### config.mk
export PLATFORM = sky130hd
export DESIGN_NAME = clock_rate_controller
export DESIGN_NICKNAME = d
export VERILOG_FILES = /design/src/rtl/clock_rate_pkg.sv /design/src/rtl/rr_arbiter4.sv /design/src/rtl/clock_rate_controller.sv
export SDC_FILE = /design/constraint.sdc
export NUM_CORES = 1
export LEC_CHECK = 0
export CAP_MARGIN = 20
export CORE_MARGIN = 4
export CORE_UTILIZATION = 57
export DETAILED_ROUTE_END_ITERATION = 10
export DONT_BUFFER_PORTS = 1
export MAX_ROUTING_LAYER = met4
export PLACE_DENSITY = 0.76
export SLEW_MARGIN = 10
export SYNTH_ARGS = -nofsm -noshare
export SYNTH_HDL_FRONTEND = slang
export SYNTH_SLANG_ARGS = --single-unit
### constraint.sdc
create_clock -name clock_in -period 2.5 [get_ports clock_in]
set_input_delay 0.25 -clock clock_in [delete_from_list [all_inputs] [get_ports clock_in]]
set_output_delay 0.25 -clock clock_in [all_outputs]
set_load 0.01 [all_outputs]
### src/rtl/clock_rate_pkg.sv
// ============================================================================
//  Module      : clock_rate_pkg
//  Description : Shared types and sizes for the clock rate controller slice.
//  Revision    : 1.0
// ============================================================================
`default_nettype none

package clock_rate_pkg;

   localparam int c_NUM_REQ = 4;
   localparam int c_SEL_W   = 2;
   localparam int c_IDX_W   = 2;

   typedef enum logic [1:0] {
      S_IDLE = 2'd0,
      S_PEND = 2'd1,
      S_ACK  = 2'd2
   } state_t;

endpackage

`default_nettype wire

### src/rtl/rr_arbiter4.sv
// ============================================================================
//  Module      : rr_arbiter4
//  Description : Combinational 4-way round-robin pick, searching upward from
//                rr_ptr with wrap. The pointer register lives in the parent.
//  Revision    : 1.0
// ============================================================================
`default_nettype none

module rr_arbiter4
   import clock_rate_pkg::*;
(
   input  logic [c_NUM_REQ-1:0] req,
   input  logic [c_IDX_W-1:0]   rr_ptr,
   output logic                 grant_valid,
   output logic [c_IDX_W-1:0]   grant_idx
);

   logic [c_IDX_W-1:0] w_idx;

   // Walk from the farthest offset down so the nearest requester wins last.
   always_comb begin
      grant_valid = 1'b0;
      grant_idx   = '0;
      w_idx       = '0;
      for (int k = c_NUM_REQ - 1; k >= 0; k--) begin
         w_idx = rr_ptr + c_IDX_W'(k);
         if (req[w_idx]) begin
            grant_valid = 1'b1;
            grant_idx   = w_idx;
         end
      end
   end

endmodule

`default_nettype wire

### src/rtl/clock_rate_controller.sv
// ============================================================================
//  Module      : clock_rate_controller
//  Description : Shared toggle divider with four preset rates; round-robin
//                rate requests applied only at a full-period boundary.
//  Revision    : 1.0
// ============================================================================
`default_nettype none

module clock_rate_controller
   import clock_rate_pkg::*;
#(
   parameter logic [31:0] DIV0 = 32'd24_999_999,
   parameter logic [31:0] DIV1 = 32'd2_499_999,
   parameter logic [31:0] DIV2 = 32'd249_999,
   parameter logic [31:0] DIV3 = 32'd24_999
) (
   input  logic                      clock_in,
   input  logic                      reset_n,
   input  logic [c_NUM_REQ-1:0]      req,
   input  logic [2*c_NUM_REQ-1:0]    req_sel,
   output logic [c_NUM_REQ-1:0]      ack,
   output logic                      busy,
   output logic [c_SEL_W-1:0]        cur_sel,
   output logic                      clock_out
);

   state_t               r_state;
   state_t               w_state_next;
   logic [31:0]          r_counter;
   logic [31:0]          w_div_cur;
   logic                 r_clock_out;
   logic [c_SEL_W-1:0]   r_cur_sel;
   logic [c_SEL_W-1:0]   r_p_sel;
   logic [c_IDX_W-1:0]   r_rr_ptr;
   logic [c_IDX_W-1:0]   r_g;
   logic                 w_count_run;
   logic                 w_boundary;
   logic                 w_grant_valid;
   logic [c_IDX_W-1:0]   w_grant_idx;
   logic [c_SEL_W-1:0]   w_win_sel;
   logic [c_NUM_REQ-1:0] w_ack;
   logic                 w_busy;

   always_comb begin
      case (r_cur_sel)
         2'd0:    w_div_cur = DIV0;
         2'd1:    w_div_cur = DIV1;
         2'd2:    w_div_cur = DIV2;
         default: w_div_cur = DIV3;
      endcase
   end

   assign w_count_run = (r_counter != w_div_cur);
   // Falling edge of clock_out that closes a full period.
   assign w_boundary  = !w_count_run && r_clock_out;

   always_ff @(posedge clock_in or negedge reset_n) begin
      if (!reset_n) begin
         r_counter   <= '0;
         r_clock_out <= 1'b0;
      end else if (w_count_run) begin
         r_counter   <= r_counter + 32'd1;
      end else begin
         r_counter   <= '0;
         r_clock_out <= ~r_clock_out;
      end
   end

   rr_arbiter4 u_arb (
      .req         (req),
      .rr_ptr      (r_rr_ptr),
      .grant_valid (w_grant_valid),
      .grant_idx   (w_grant_idx)
   );

   assign w_win_sel = req_sel[{w_grant_idx, 1'b0} +: c_SEL_W];

   always_ff @(posedge clock_in or negedge reset_n) begin
      if (!reset_n) begin
         r_state   <= S_IDLE;
         r_cur_sel <= '0;
         r_p_sel   <= '0;
         r_rr_ptr  <= '0;
         r_g       <= '0;
      end else begin
         r_state <= w_state_next;
         if (r_state == S_IDLE && w_grant_valid) begin
            r_g      <= w_grant_idx;
            r_p_sel  <= w_win_sel;
            r_rr_ptr <= w_grant_idx + 2'd1;
         end
         // New divide value takes effect the cycle after the boundary wrap.
         if (r_state == S_PEND && w_boundary) begin
            r_cur_sel <= r_p_sel;
         end
      end
   end

   always_comb begin
      w_state_next = r_state;
      w_ack        = '0;
      w_busy       = 1'b1;
      case (r_state)
         S_IDLE: begin
            w_busy = 1'b0;
            if (w_grant_valid) begin
               w_state_next = (w_win_sel == r_cur_sel) ? S_ACK : S_PEND;
            end
         end
         S_PEND: begin
            if (w_boundary) begin
               w_state_next = S_ACK;
            end
         end
         S_ACK: begin
            w_ack        = 4'b0001 << r_g;
            w_state_next = S_IDLE;
         end
         default: begin
            w_state_next = S_IDLE;
         end
      endcase
   end

   assign ack       = w_ack;
   assign busy      = w_busy;
   assign cur_sel   = r_cur_sel;
   assign clock_out = r_clock_out;

endmodule

`default_nettype wire

==> results of run 1 <==
-- per-stage QoR --
stage	total power [mW]	setup WS [ns]	cell area (um^2)	TNS (ns)
final	1.599	0.1131	2635	0
after global routing	1.696	-0.002649	2635	-0.002649
after CTS	1.610	0.06585	2600	0
after detailed placement	1.167	0.07688	2490	0
after global placement	1.155	0.1491	2490	0
after floorplan	1.098	0.005629	2427	0
-- kinds of logic (layout without fill, tap and decap cells) --
logic type / Yosys count / after routing / share of synthesized area, %
fa+ha+maj: 6 / 6 / 3.097
flops: 43 / 43 / 44.40
compound gates: 32 / 32 / 9.344
mux: 6 / 6 / 2.891
xor+xnor: 31 / 31 / 11.20
simple gates: 124 / 124 / 27.05
buf+inv: 12 / 21 / 2.013
-- placed cells by master (no fill, tap or decap), types with 2 or more instances in the layout --
| cell type | n |
|---|---|
| sky130_fd_sc_hd__and4_1 | 2 |
| sky130_fd_sc_hd__ha_1 | 5 |
| sky130_fd_sc_hd__nand2_1 | 23 |
| sky130_fd_sc_hd__nor2_1 | 30 |
| sky130_fd_sc_hd__o22ai_1 | 3 |
| sky130_fd_sc_hd__or3_1 | 4 |
| sky130_fd_sc_hd__nand3_1 | 13 |
| sky130_fd_sc_hd__clkbuf_8 | 5 |
| sky130_fd_sc_hd__buf_4 | 7 |
| sky130_fd_sc_hd__nor4_1 | 4 |
| sky130_fd_sc_hd__nand2b_1 | 4 |
| sky130_fd_sc_hd__a21boi_0 | 3 |
| sky130_fd_sc_hd__nand4_1 | 6 |
| sky130_fd_sc_hd__mux2_2 | 5 |
| sky130_fd_sc_hd__xor2_1 | 17 |
| sky130_fd_sc_hd__nor4b_1 | 2 |
| sky130_fd_sc_hd__o211ai_1 | 2 |
| sky130_fd_sc_hd__nor3_1 | 7 |
| sky130_fd_sc_hd__xnor2_1 | 14 |
| sky130_fd_sc_hd__o21ai_0 | 6 |
| sky130_fd_sc_hd__and2_1 | 3 |
| sky130_fd_sc_hd__a21oi_1 | 6 |
| sky130_fd_sc_hd__or4_1 | 3 |
| sky130_fd_sc_hd__and3_1 | 9 |
| sky130_fd_sc_hd__inv_1 | 4 |
| sky130_fd_sc_hd__and3_2 | 3 |
| sky130_fd_sc_hd__o211a_1 | 2 |
| sky130_fd_sc_hd__dfrtp_1 | 42 |
-- power breakdown --
part	switching, mW	internal, mW	total, mW
clock network	0.235	0.192	0.427
registers	0.0611	0.756	0.817
logic	0.189	0.166	0.355
total	0.485	1.11	1.60
-- layout make-up --
| cell class | instances | area [um^2] | share of cell area (%) |
|---|---|---|---|
| Tap cell | 50 | 62.56 | 2.374 |
| Timing Repair Buffer | 9 | 82.58 | 3.134 |
| Sequential cell | 43 | 1077 | 40.88 |
| Inverter | 5 | 18.77 | 0.7122 |
| Clock inverter | 1 | 7.507 | 0.2849 |
| Multi-Input combinational cell | 199 | 1314 | 49.86 |
| Clock buffer | 6 | 72.57 | 2.754 |
-- critical path, cell delays in order, from the launching register on --
cell	delay [ns]
sky130_fd_sc_hd__dfrtp_2	0.45
sky130_fd_sc_hd__inv_1	0.10
sky130_fd_sc_hd__ha_2	0.18
sky130_fd_sc_hd__nor2_1	0.04
sky130_fd_sc_hd__or3_1	0.39
sky130_fd_sc_hd__a2111oi_4	0.32
sky130_fd_sc_hd__and3_1	0.22
sky130_fd_sc_hd__and4_4	0.25
sky130_fd_sc_hd__mux2_2	0.33
-- metal layers --
metal	part of all wire, %	wire length (um)
met5	0	0
met4	1.1	55
met3	4.4	219
met2	46	2288
met1	48	2363
-- flip-flops by register name, indices dropped and copies added, names as in the netlist --
register	cells
r_rr_ptr	2
r_g	2
clock_out	1
r_p_sel	2
cur_sel	2
r_counter	32
r_state	2
-- worst max-delay path by stage --
| stage | from | endpoint | depth (start not counted) |
|---|---|---|---|
| final | cur_sel[0] | cur_sel[0] | 8 |
| after floorplan | cur_sel[0] | cur_sel[0] | 9 |
| after CTS | cur_sel[0] | cur_sel[0] | 8 |
| after detailed placement | cur_sel[0] | cur_sel[0] | 8 |
| after global placement | cur_sel[0] | cur_sel[0] | 8 |
| after global routing | cur_sel[1] | cur_sel[0] | 8 |
-- what timing repair did --
item / 4_1_cts / 5_1_grt
endpoints found under the hold margin: 43 / 0
endpoints found under the setup margin: 0 / 2
setup buffers: 0 / 3
resized for setup: 0 / 1
hold buffers: 2 / 0
==> impl_results.md, run 1 <==
* Worst hold slack across all endpoints at 0.2504 ns
* Global routing usage on met1 at 30.35%
* Count leader, synth: sky130_fd_sc_hd__dfrtp_1
* Placeable core region at 4058 um^2
* Final max-slew violation count at 0
* Distinct cell type count after synthesis at 50
* Outcome: completed
* Router iterations before antenna repair at 4
* Vert. Die Dim at 73.21 um
* Total Wirelength at 4926 um
* Post-detail-place hpwl at 3505 um
* Yosys top cell by area: sky130_fd_sc_hd__dfrtp_1
* Minimum period implied by the final worst setup slack at 2.387 ns
* TritonCTS Sinks at 43
* Actual slew at the worst max-slew pin at 0.6273 ns
* Insertion delay of the later-clocked pin in the worst-skew pair at 0.30 ns
* Layer carrying the most global-route usage: met2
* Hold Crit Start: req[1]
* Post-synthesis net count at 274
* Overall Global Routing Usage at 21.48%
* Leading post-synthesis cells by cell area: sky130_fd_sc_hd__dfrtp_1, sky130_fd_sc_hd__xor2_1, sky130_fd_sc_hd__xnor2_1
* Number of I/O pins at 22
* Count of antenna-violating nets left after detailed routing at 0
* Ys Warns at 0
* RR Startpoint: cur_sel[0]
* Yosys top cell area share at 44.40%
* Maximum number of pins on one net before global-route repair at 44
* Arrival time at the worst endpoint at 2.58 ns
* Area growth syn-to-layout at 8.725%
* Total of buffers placed on input and output ports at 0
* Number of violations reported at the end of detailed-routing iteration 0 at 131
* CTS H-tree lvls at 2
* Synth Register Bits at 43
* Post-route core utilization at 64.94%
* Drt via density at 5.955
* Sequential share of the synthesized area at 44.40%
* Die X at 73.21 um
* Length in cells of the worst reg-to-reg path at 8
* Maximum operating frequency at 0.4190 GHz
* Number of placed cells counting well taps at 301
* Crit path kind: register to register
* Met2 GRT Util at 30.39%
* Endpoint of the worst hold path: r_p_sel[0]
* # nets final at 283
* Post-route clock skew at 0.006545 ns
* Worst Hold Class: primary input to register
* # DRC at 0
* Antenna fix cells at 0
* Number of buffers created by CTS at 5
* Clock slew at the register clock pins of the worst setup and hold paths at 0.08 ns
* Ys flop type: sky130_fd_sc_hd__dfrtp_1
* Leakage Power at 1.165 nW
* Vias at 1864
* Setup slack, reg-to-reg at 0.11 ns
* TritonCTS clock tree: built
* Routed length per placed instance at 15.74 um
* Highest fanout seen on the critical path at 6
* Capturing element type of the critical path: register
* IR Drop Worst-Case VDD at 0.6532 mV
* Global routing usage on met3 at 5.510%
* Max-cap viol count at 0
* GPL Wtd Cong at 0.8634
* Post-synthesis async set-or-reset flop share at 100.0%
* Global-route wire length before repair at 8590 um
* Ratio of final minimum period to clock period at 95.48%
* Number of failing hold endpoints at the final stage at 0
* Syn Area/Cell at 9.542 um^2
* Overflow after GRT at 0
* CTS max path bufs at 2
* Row count at 23
* Setup violators final at 0
* Final Instance Count excl. Fillers at 313
* Endpoint of the worst-slack reg-to-reg timing path: cur_sel[0]
* Nature of the critical path startpoint: register
* Cells after Synth at 254
* Layout cell share with drive strength beyond 1 at 12.55%
* Post-synth EDFFs at 0
* Power Density at 606.8 nW/um^2
* Netlist Area Pre-Place at 2424 um^2
* Number of inserted filler cells in the final layout at 331
* Headroom to the max-slew limit at 58.02%
* Top cells by count, synth: sky130_fd_sc_hd__dfrtp_1, sky130_fd_sc_hd__nor2_1, sky130_fd_sc_hd__nand2_1, sky130_fd_sc_hd__xor2_1, sky130_fd_sc_hd__xnor2_1
* Count of cells along the worst hold path at 3
* Number of global-route vias before repair at 1800
* Die area at 5359 um^2
* Starting Density at 59.73%
* Number of antenna violations at the first check in global routing at 0
* Master cell of the clock root buffer: sky130_fd_sc_hd__clkbuf_8
* Worst Path Required at 2.69 ns
Note: power is estimated with default switching activity, not from simulation.
==> run 2: changes to the inputs <==
HOLD_SLACK_MARGIN = 0.12   (was default)
REMOVE_ABC_BUFFERS = 1   (was default)
==> run 2 against run 1 <==
  * Core utilization fell by 0.43 points
  * Sequential power barely moved
  * First-iteration DRC count down 28%
  * Combinational power hardly changed
  * Via count decreased by 1.2%
  * Worst hold slack got worse by 0.0018 ns
  * Non-clock buffer count shrank 1
  * Flip-flop and latch count did not move
  * Clock-buffer cell count is the same
  * Die area stayed put
  * Maximum frequency down 0.21%
  * Cell count down 0.64%
  * Highest routed layer unchanged
==> impl_results.md, run 2 (same netlist as run 1, synthesis figures left out) <==
* Delay contributed by the slowest stage of the critical path at 0.44 ns
* Post-route setup slack at 0.1080 ns
* IR Drop Worst-Case VDD at 0.3722 mV
* Routed length per placed instance at 15.15 um
* Slowest-stage cell, CP: sky130_fd_sc_hd__dfrtp_1
* Number of violations reported at the end of detailed-routing iteration 0 at 94
* Number of failing hold endpoints at the final stage at 0
* Headroom to the max-slew limit at 59.66%
* Sequence of cells on the critical path: inv_2 > ha_1 > nor2_1 > or3_1 > a2111oi_4 > and3_1 > and4_4 > mux2_2
* Overflow after GRT at 0
* Setup violators final at 0
* Layout cell share with drive strength beyond 1 at 11.49%
* Number of I/O pins at 22
* Die X at 73.21 um
* Total Wirelength at 4711 um
* # nets final at 282
* GPL Wtd Cong at 0.7744
* Max-cap viol count at 0
* Placement Setup Slack at 0.06742 ns
* TritonCTS clock tree: built
* Global-route wire length before repair at 8355 um
* Post-detail-place hpwl at 3398 um
* Global routing usage on met3 at 5.096%
* Global routing usage on met1 at 25.73%
* Final Instance Count excl. Fillers at 311
* Gate power share at 22.5%
* Clock slew at the register clock pins of the worst setup and hold paths at 0.07 ns
* Worst Path Required at 2.68 ns
* Area growth syn-to-layout at 8.002%
* Crit path kind: register to register
* Overall Global Routing Usage at 20.69%
* Share of power burned in registers at 51.9%
* Power Internal at 1.109 mW
* Switching power of the nets at 0.4607 mW
* Number of global-route vias before repair at 1820
* Maximum operating frequency at 0.4181 GHz
* Area of all placed cells without fillers at 2618 um^2
* Met2 GRT Util at 33.37%
* Total of buffers placed on input and output ports at 0
* Minimum period implied by the final worst setup slack at 2.392 ns
* Outcome: completed
* Area after DPL at 2486 um^2
* Most used cells in the layout excluding fill and tap cells: sky130_fd_sc_hd__dfrtp_1, sky130_fd_sc_hd__nor2_1, sky130_fd_sc_hd__nand2_1, sky130_fd_sc_hd__xor2_1, sky130_fd_sc_hd__xnor2_1
* Placeable core region at 4058 um^2
* Highest fanout seen on the critical path at 5
* Capturing element type of the critical path: register
* Number of inserted filler cells in the final layout at 344
* Leakage Power at 1.160 nW
* Row count at 23
* Setup_tns at 0 ns
* Final max-slew violation count at 0
* Count of antenna-violating nets left after detailed routing at 0
* Number of buffers created by CTS at 5
* Power Density at 599.7 nW/um^2
* Ratio of final minimum period to clock period at 95.68%
* Max FFs per register at 32
* Most common cell after layout, fill and taps aside: sky130_fd_sc_hd__dfrtp_1
* Insertion delay of the later-clocked pin in the worst-skew pair at 0.29 ns
* Maximum number of pins on one net before global-route repair at 44
* Clock group share of total power at 25.7%
* Vias at 1841
* Number of antenna violations at the first check in global routing at 0
* Post-route clock skew at 0.003326 ns
* Arrival time at the worst endpoint at 2.57 ns
* TritonCTS Sinks at 43
* Vert. Die Dim at 73.21 um
* Drt via density at 5.920
* Actual slew at the worst max-slew pin at 0.6019 ns
* Switching fraction of total power at 29.35%
* CTS H-tree lvls at 2
* Register ranked first by flip-flop count: r_counter
* Starting Density at 59.73%
* Post-layout power at 1.570 mW
* Die area at 5359 um^2
* Number of placed cells counting well taps at 301
* Master cell of the clock root buffer: sky130_fd_sc_hd__clkbuf_8
* # DRC at 0
* Layer carrying the most global-route usage: met2
* CTS max path bufs at 2
* Router iterations before antenna repair at 4
* Nature of the critical path startpoint: register
* Worst Hold Class: primary input to register
* Setup slack, reg-to-reg at 0.11 ns
* Antenna fix cells at 0
-- run 2: critical path: cells and delay by family, from the launching register on --
family	cells	cell delay, ns
muxes	1	0.33
DFF	1	0.44
adders and majority gates	1	0.18
buffers and inverters	1	0.12
AOI/OAI and AO/OA	1	0.32
and+or+nand+nor	4	0.92
-- run 2: final timing paths --
kind,endpoint,startpoint,depth (start not counted)
max reg2reg,cur_sel[0],cur_sel[1],8
max in group asynchronous,cur_sel[0],reset_n,2
min reg2reg,r_counter[0],r_counter[0],1
max,cur_sel[0],cur_sel[1],8
min in group asynchronous,r_counter[30],reset_n,2
min,r_p_sel[0],req[1],3
-- run 2: what timing repair did --
action                                 CTS  global route
setup buffers                            0             2
endpoints found under the hold margin   43             0
resized for setup                        0             3
hold buffers                             2             0
setup endpoints to repair                0             2
-- run 2: area by class of cell --
type	instances	area [um^2]	area share, %
clock buffer	6	72.57	2.772
inverter	5	18.77	0.7170
sequential	43	1077	41.16
multi-input combinational	199	1311	50.10
tap	50	62.56	2.390
timing repair buffer	8	75.07	2.868
-- run 2: power by group through the flow --
stage | Combinational (mW) | Clock [mW] | Sequential [mW]
final | 0.353 | 0.403 | 0.814
after global routing | 0.399 | 0.448 | 0.825
after CTS | 0.355 | 0.414 | 0.814
after detailed placement | 0.335 | 0 | 0.828
after global placement | 0.328 | 0 | 0.824
after floorplan | 0.282 | 0 | 0.812
-- run 2: per-layer routing --
metal | wire length (um) | vias up
li1 | - | 913
met1 | 2182 | 891
met2 | 2246 | 29
met3 | 208 | 8
met4 | 74 | 0
met5 | 0 | -
-- run 2: stage by stage --
| step | hold WS, ns | utilization, % |
|---|---|---|
| floorplan | -0.04559 | - |
| global placement | -0.04471 | 61.27 |
| detailed placement | -0.04480 | 61.27 |
| CTS | 0.2517 | 63.80 |
| global route | 0.2932 | 64.51 |
| finish | 0.2485 | 64.51 |
